==> src/rtl/scramble_pkg.sv <==
// Shared types and constants for the scramble move generator and its LFSR.
package scramble_pkg;

   localparam int          CODE_W       = 4;
   localparam int          NUM_CODES    = 12;
   localparam logic [15:0] LFSR_TAPS    = 16'hB400;
   localparam logic [15:0] DEFAULT_SEED = 16'hACE1;

   typedef enum logic [1:0] {
      IDLE    = 2'd0,
      GEN     = 2'd1,
      PRESENT = 2'd2,
      DONE    = 2'd3
   } state_t;

   // Codes (2k, 2k+1) undo each other.
   function automatic logic [CODE_W-1:0] inverse(input logic [CODE_W-1:0] code);
      return code ^ CODE_W'(1);
   endfunction

endpackage

==> src/rtl/scramble_move_gen_if.sv <==
// Request/move handshake between the shuffle block, the generator and the state updater.
interface scramble_move_gen_if;
   import scramble_pkg::*;

   logic              rand_req;
   logic              move_valid;
   logic              move_ready;
   logic [CODE_W-1:0] move_code;
   logic              busy;
   logic              done;

   modport master (
      input  rand_req,
      input  move_ready,
      output move_valid,
      output move_code,
      output busy,
      output done
   );

   modport slave (
      output rand_req,
      output move_ready,
      input  move_valid,
      input  move_code,
      input  busy,
      input  done
   );

endinterface

==> src/rtl/lfsr16.sv <==
// Free-running 16-bit right-shifting Galois LFSR; a zero seed falls back to the default.
module lfsr16
   import scramble_pkg::*;
(
   input  logic        clk,
   input  logic        rst_n,
   input  logic [15:0] seed,
   output logic [15:0] q
);

   logic [15:0] r_lfsr;
   logic [15:0] w_seed;

   // All-zero is the lock-up state, so it can never be loaded.
   assign w_seed = (seed == 16'h0000) ? DEFAULT_SEED : seed;

   always_ff @(posedge clk) begin
      if (!rst_n) begin
         r_lfsr <= w_seed;
      end else begin
         r_lfsr <= {1'b0, r_lfsr[15:1]} ^ (r_lfsr[0] ? LFSR_TAPS : 16'h0000);
      end
   end

   assign q = r_lfsr;

endmodule

==> src/rtl/scramble_move_gen.sv <==
// Emits a burst of NUM_MOVES legal, non-self-cancelling moves on each rising rand_req seen in IDLE.
module scramble_move_gen
   import scramble_pkg::CODE_W;
   import scramble_pkg::DEFAULT_SEED;
   import scramble_pkg::state_t;
   import scramble_pkg::IDLE;
   import scramble_pkg::GEN;
   import scramble_pkg::PRESENT;
   import scramble_pkg::DONE;
   import scramble_pkg::inverse;
#(
   parameter int          NUM_MOVES = 31,
   parameter logic [15:0] SEED      = DEFAULT_SEED,
   parameter int          NUM_CODES = scramble_pkg::NUM_CODES
) (
   input  logic                 clk,
   input  logic                 rst_n,
   scramble_move_gen_if.master  bus
);

   localparam int                CNT_W    = $clog2(NUM_MOVES + 1);
   localparam logic [CNT_W-1:0]  CNT_LAST = CNT_W'(NUM_MOVES - 1);
   localparam logic [CNT_W-1:0]  CNT_MAX  = CNT_W'(NUM_MOVES);
   localparam logic [CODE_W:0]   CODE_LIM = (CODE_W + 1)'(NUM_CODES);

   state_t              r_state;
   logic                r_req_prev;
   logic [CNT_W-1:0]    r_count;
   logic                r_prev_valid;
   logic [CODE_W-1:0]   r_prev_code;
   logic                r_move_valid;
   logic [CODE_W-1:0]   r_move_code;
   logic                r_busy;
   logic                r_done;

   logic [15:0]         w_lfsr;
   logic [CODE_W-1:0]   w_cand;
   logic                w_reject;
   logic                w_start;
   logic                w_unused;

   lfsr16 u_lfsr (
      .clk   (clk),
      .rst_n (rst_n),
      .seed  (SEED),
      .q     (w_lfsr)
   );

   assign w_cand   = w_lfsr[CODE_W-1:0];
   assign w_unused = ^w_lfsr[15:CODE_W];
   assign w_start  = bus.rand_req & ~r_req_prev;

   // Plain repeats are allowed; only out-of-range codes and immediate undo moves are retried.
   assign w_reject = ({1'b0, w_cand} >= CODE_LIM) ||
                     (r_prev_valid && (w_cand == inverse(r_prev_code)));

   always_ff @(posedge clk) begin
      if (!rst_n) begin
         r_state      <= IDLE;
         r_req_prev   <= 1'b0;
         r_count      <= '0;
         r_prev_valid <= 1'b0;
         r_prev_code  <= '0;
         r_move_valid <= 1'b0;
         r_move_code  <= '0;
         r_busy       <= 1'b0;
         r_done       <= 1'b0;
      end else begin
         r_req_prev <= bus.rand_req;
         r_done     <= 1'b0;
         case (r_state)
            IDLE: begin
               if (w_start) begin
                  r_state      <= GEN;
                  r_count      <= '0;
                  r_prev_valid <= 1'b0;
                  r_busy       <= 1'b1;
               end
            end
            GEN: begin
               if (!w_reject) begin
                  r_move_code  <= w_cand;
                  r_prev_code  <= w_cand;
                  r_prev_valid <= 1'b1;
                  r_move_valid <= 1'b1;
                  r_state      <= PRESENT;
               end
            end
            PRESENT: begin
               if (bus.move_ready) begin
                  r_move_valid <= 1'b0;
                  if (r_count != CNT_MAX) begin
                     r_count <= r_count + CNT_W'(1);
                  end
                  // busy drops together with the done pulse
                  if (r_count == CNT_LAST) begin
                     r_state <= DONE;
                     r_busy  <= 1'b0;
                     r_done  <= 1'b1;
                  end else begin
                     r_state <= GEN;
                  end
               end
            end
            DONE: begin
               r_state <= IDLE;
            end
            default: begin
               r_state <= IDLE;
            end
         endcase
      end
   end

   assign bus.move_valid = r_move_valid;
   assign bus.move_code  = r_move_code;
   assign bus.busy       = r_busy;
   assign bus.done       = r_done;

endmodule

==> src/flat_wrapper.sv <==
// flat-port wrapper written by rule: the top's interface ports become plain ports
module scramble_move_gen_flat import scramble_pkg::CODE_W; import scramble_pkg::DEFAULT_SEED; import scramble_pkg::state_t; import scramble_pkg::IDLE; import scramble_pkg::GEN; import scramble_pkg::PRESENT; import scramble_pkg::DONE; import scramble_pkg::inverse;
#(
   parameter int          NUM_MOVES = 31,
   parameter logic [15:0] SEED      = DEFAULT_SEED,
   parameter int          NUM_CODES = scramble_pkg::NUM_CODES
)
  (clk, rst_n, bus_rand_req, bus_move_ready, bus_move_valid, bus_move_code, bus_busy, bus_done);
  scramble_move_gen_if bus_i ();
  input  logic clk;
  input  logic rst_n;
  input wire logic [$bits(bus_i.rand_req)-1:0] bus_rand_req;
  input wire logic [$bits(bus_i.move_ready)-1:0] bus_move_ready;
  output wire logic [$bits(bus_i.move_valid)-1:0] bus_move_valid;
  output wire logic [$bits(bus_i.move_code)-1:0] bus_move_code;
  output wire logic [$bits(bus_i.busy)-1:0] bus_busy;
  output wire logic [$bits(bus_i.done)-1:0] bus_done;
  assign bus_i.rand_req = bus_rand_req;
  assign bus_i.move_ready = bus_move_ready;
  assign bus_move_valid = bus_i.move_valid;
  assign bus_move_code = bus_i.move_code;
  assign bus_busy = bus_i.busy;
  assign bus_done = bus_i.done;
  scramble_move_gen #(.NUM_MOVES(NUM_MOVES), .SEED(SEED), .NUM_CODES(NUM_CODES)) u_core (.clk(clk), .rst_n(rst_n), .bus(bus_i));
endmodule
==> config.mk <==
export PLATFORM = sky130hd
export DESIGN_NAME = scramble_move_gen_flat
export DESIGN_NICKNAME = d
export VERILOG_FILES = /design/src/rtl/scramble_pkg.sv /design/src/rtl/scramble_move_gen_if.sv /design/src/rtl/lfsr16.sv /design/src/rtl/scramble_move_gen.sv /design/src/flat_wrapper.sv
export SDC_FILE = /design/constraint.sdc
export NUM_CORES = 1
export LEC_CHECK = 0
export ABC_AREA = 1
export ABC_CLOCK_PERIOD_IN_PS = 1700
export BUFFER_PORTS_ARGS = -buffer_cell sky130_fd_sc_hd__buf_2
export CAP_MARGIN = 20
export CORE_UTILIZATION = 33
export CTS_CLUSTER_DIAMETER = 100
export DETAILED_ROUTE_END_ITERATION = 10
export PLACE_DENSITY_LB_ADDON = 0.1
export SLEW_MARGIN = 20
export SYNTH_ARGS = -nofsm -noshare
export SYNTH_HDL_FRONTEND = slang
export SYNTH_SLANG_ARGS = --single-unit
==> constraint.sdc <==
create_clock -name clk -period 1.7 [get_ports clk]
set_input_delay 0.17 -clock clk [delete_from_list [all_inputs] [get_ports clk]]
set_output_delay 0.17 -clock clk [all_outputs]
set_load 0.005 [all_outputs]
==> flow_summary.rst <==
.. list-table::
   :header-rows: 1

   * - Metric
     - Value
   * - Fraction of layout cells with a size suffix above 1
     - 0.170
   * - Final HPWL from detailed placement
     - between 1500 and 2000 µm
   * - Total global routing track utilization
     - 0.137
   * - Minimum clock period after layout
     - about 1400 ps
   * - Maximum number of pins on one net before global-route repair
     - 20
   * - CTS tree
     - built
   * - Standard-cell rows
     - 22
   * - Number of endpoints failing setup at the final stage
     - 0
   * - Setup repair after global routing missed its margin
     - false
   * - Initial core utilization
     - 0.346
   * - Power share of the combinational group
     - 0.133
   * - Tightest Pin Transition
     - approximately 400 ps
   * - Highest-delay cell along the critical path
     - sky130_fd_sc_hd__dfxtp_1
   * - Crit share post-route
     - 0.847
   * - Final core utilization
     - 0.396
   * - Clock power frac
     - 0.331
   * - Cell total after placement
     - ~220
   * - Grt ovf
     - 0
   * - Smallest hold slack
     - between 90 and 100 ps
   * - Number of storage elements in the synthesis netlist
     - 32
   * - Net switching share of the total power
     - 0.259
   * - Area leader, netlist
     - sky130_fd_sc_hd__dfxtp_1
   * - Number of instances in the synthesized netlist
     - around 170
   * - Async set-or-reset flop fraction in the synthesized netlist
     - 0
   * - NetSw
     - approximately 410 µW
   * - Crit path buf inv count
     - 2
   * - Later-pin clock latency in the skew report
     - about 280 ps
   * - Core region area
     - approximately 3700 µm²
   * - Final TNS setup
     - 0 ps
   * - Post-synthesis net count
     - between 150 and 200
   * - Post-CTS Setup Repair Bufs
     - 0
   * - Number of levels the H-tree was split into
     - 2
   * - Clock buffer depth
     - 2
   * - Final net count
     - 189
   * - Cell area after synthesis
     - approximately 1300 µm²
   * - Sequential-to-total area share from yosys stat
     - 0.502
   * - Number of different library cells in the post-synthesis netlist
     - 25
   * - Die area
     - just over 4000 µm²
   * - Final weighted congestion in routability-driven placement
     - around 0.8
   * - Antenna Violating Nets Remaining
     - 0
   * - Sequential group share of total power
     - 0.535
   * - Register clock-pin slew on the reported worst setup and hold paths
     - about 60 ps
   * - Die height
     - 64.2 µm
   * - PwrDens
     - between 1000 and 1500 nW/µm²
   * - Data arrival time of the critical path
     - between 1500 and 2000 ps
   * - Count of final hold-check violations
     - 0
   * - Pre-Repair DR Iteration Count
     - 4
   * - Mean Syn Cell Area
     - around 7.6 µm²
   * - Post-route insts no fill
     - 230
   * - I/O pin count
     - 11
   * - DR DRC count
     - 0
   * - Type of the worst min-delay path
     - in -> reg
   * - Max-capacitance violation count
     - 0
   * - Launching element type of the critical path
     - register
   * - Number of gates given a new drive strength after cts
     - 0
   * - CTS Hold Buffers Added
     - 0
   * - VDD IR-drop max
     - between 0.5 and 0.6 mV
   * - Worst path required time
     - 1900 ps
   * - Die outline width
     - between 60 and 70 µm
   * - Global-route wire length before repair
     - 4150 µm
   * - Number of antenna violations at the first check in global routing
     - 0
   * - Detailed router's first-iteration violation count
     - 70
   * - Diodes inserted
     - 0
   * - Maximum clock frequency
     - slightly below 700 MHz
   * - Total number of clock tree sinks
     - 32
   * - Layout overhead on the synthesized area
     - 14.3%
   * - Count of input and output buffers
     - 10
   * - Number of global-route vias before repair
     - approximately 930
   * - Result of the run
     - completed
   * - Reported leakage power
     - ~0.0007 µW
   * - CP max stage delay
     - 370 ps
   * - Inserted Clock Buffers
     - 5
   * - Largest cells by area after synthesis
     - sky130_fd_sc_hd__dfxtp_1 50%, sky130_fd_sc_hd__nand2_1 12%, sky130_fd_sc_hd__inv_1 7.9%
   * - Vias
     - ~1000
   * - Cells along the critical path
     - ha_1 > inv_1 > nor2_1 > ha_1 > inv_1 > nand2_1 > nand2_4 > and3_1 > nor3_1
   * - Synthesis Warnings
     - 0
   * - Worst Setup End Kind
     - register
   * - Worst slew margin
     - 0.735
   * - Max-slew violation total from the final report
     - 0
   * - Crit path kind
     - reg -> reg
   * - Top_reg_cell synth
     - sky130_fd_sc_hd__dfxtp_1
   * - Post-Route WL
     - approximately 2300 µm
   * - Number of flops mapped to enable cells by yosys
     - 0
   * - Routed WL per cell
     - about 10 µm
   * - Worst clock skew
     - roughly 6.7 ps
   * - Cell type group with the largest total delay on the critical path
     - simple AND/OR/NAND/NOR gates
   * - Area fraction of the dominant cell type after synthesis
     - 0.502
   * - Internal power contribution
     - 1170 µW
   * - Worst-path fanout max
     - 10
   * - Vias per cell
     - 4.42
   * - CTS Root Buffer Type
     - sky130_fd_sc_hd__clkbuf_8
worst register-to-register path: cells and delay by family, from the launching register on:
family        cells  cell delay (ps)
simple gates      5              570
flops             1              370
fa+ha+maj         2              350
buf+inv           2               80
sequential cells by signal, indices dropped and copies added, names as in the netlist:
register / flops
u_core.r_prev_code: 4
u_core.bus.busy: 1
u_core.r_prev_valid: 1
u_core.r_state: 2
u_core.r_count: 5
u_core.u_lfsr.q: 16
u_core.bus.done: 1
u_core.bus.move_valid: 1
u_core.r_req_prev: 1
cells by family after synthesis:
logic type               Yosys count  share of synthesized area
XOR/XNOR                           1                    0.00686
flip-flops                        32                      0.502
AO/OA/AOI/OAI                     22                     0.0902
AND/OR/NAND/NOR                   76                      0.274
adder cells (fa/ha/maj)            3                     0.0294
buffers and inverters             33                     0.0980
path summary, 6_finish.rpt:
| kind | from | to | slack [ps] | cells past startpoint |
|---|---|---|---|---|
| worst max-delay path | u_core.r_count[1] | u_core.r_count[3] | 260 | 9 |
| worst min-delay path | bus_rand_req | u_core.r_req_prev | 90 | 3 |
| worst max register to register | u_core.r_count[1] | u_core.r_count[3] | 260 | 9 |
| worst min register to register | u_core.u_lfsr.q[7] | u_core.u_lfsr.q[6] | 410 | 1 |
placed cells by master, fill, tap and decap left out, types with 4 or more instances in the layout:
cell type	netlist	layout
sky130_fd_sc_hd__nor2_1	15	15
sky130_fd_sc_hd__inv_1	27	27
sky130_fd_sc_hd__a21oi_1	10	10
sky130_fd_sc_hd__dfxtp_1	32	32
sky130_fd_sc_hd__nand4_1	4	4
sky130_fd_sc_hd__clkbuf_8	0	5
sky130_fd_sc_hd__o21ai_1	7	7
sky130_fd_sc_hd__nand2_1	40	40
sky130_fd_sc_hd__or2_2	4	4
sky130_fd_sc_hd__buf_2	1	10
through the flow:
step	worst slack, ps	area [µm²]	total power (µW)
6_report	260	1460	1580
4_1_cts	258	1460	1620
5_1_grt	116	1460	1690
3_3_place_gp	334	1380	1070
2_1_floorplan	389	1280	1010
3_5_place_dp	281	1380	1070
power groups by stage:
stage | clock network, µW | logic (µW) | registers (µW)
2_1_floorplan | 0 | 156 | 857
3_3_place_gp | 0 | 210 | 860
3_5_place_dp | 0 | 211 | 862
4_1_cts | 561 | 214 | 846
5_1_grt | 591 | 249 | 853
6_report | 524 | 211 | 846
cell usage after synthesis (2+ instances only):
cell type                 number
sky130_fd_sc_hd__inv_2         3
sky130_fd_sc_hd__a21oi_1      10
sky130_fd_sc_hd__nand4_1       4
sky130_fd_sc_hd__nand2_1      40
sky130_fd_sc_hd__nor2_1       15
sky130_fd_sc_hd__inv_1        27
sky130_fd_sc_hd__or2_2         4
sky130_fd_sc_hd__nor2_2        2
sky130_fd_sc_hd__and3_1        2
sky130_fd_sc_hd__ha_1          3
sky130_fd_sc_hd__dfxtp_1      32
sky130_fd_sc_hd__o21ai_1       7
sky130_fd_sc_hd__o21ai_0       3
sky130_fd_sc_hd__nand3_1       3
sky130_fd_sc_hd__nand3_2       2
layer usage:
layer	part of all wire	GRT usage	wire length, µm
met3	0.051	0.0661	117
met5	0	0	0
met2	0.43	0.182	974
met4	0.018	0.0667	40
met1	0.50	0.181	1140
cell type report:
cell class | instances | area (µm²)
clock buffer | 6 | 72.6
clock inverter | 1 | 5.00
fill | 402 | 2230
inverter | 30 | 113
multi-input combinational | 102 | 510
sequential | 32 | 641
tap | 48 | 60.1
timing repair buffer | 11 | 57.6
Power figures use the tool's default switching activity.
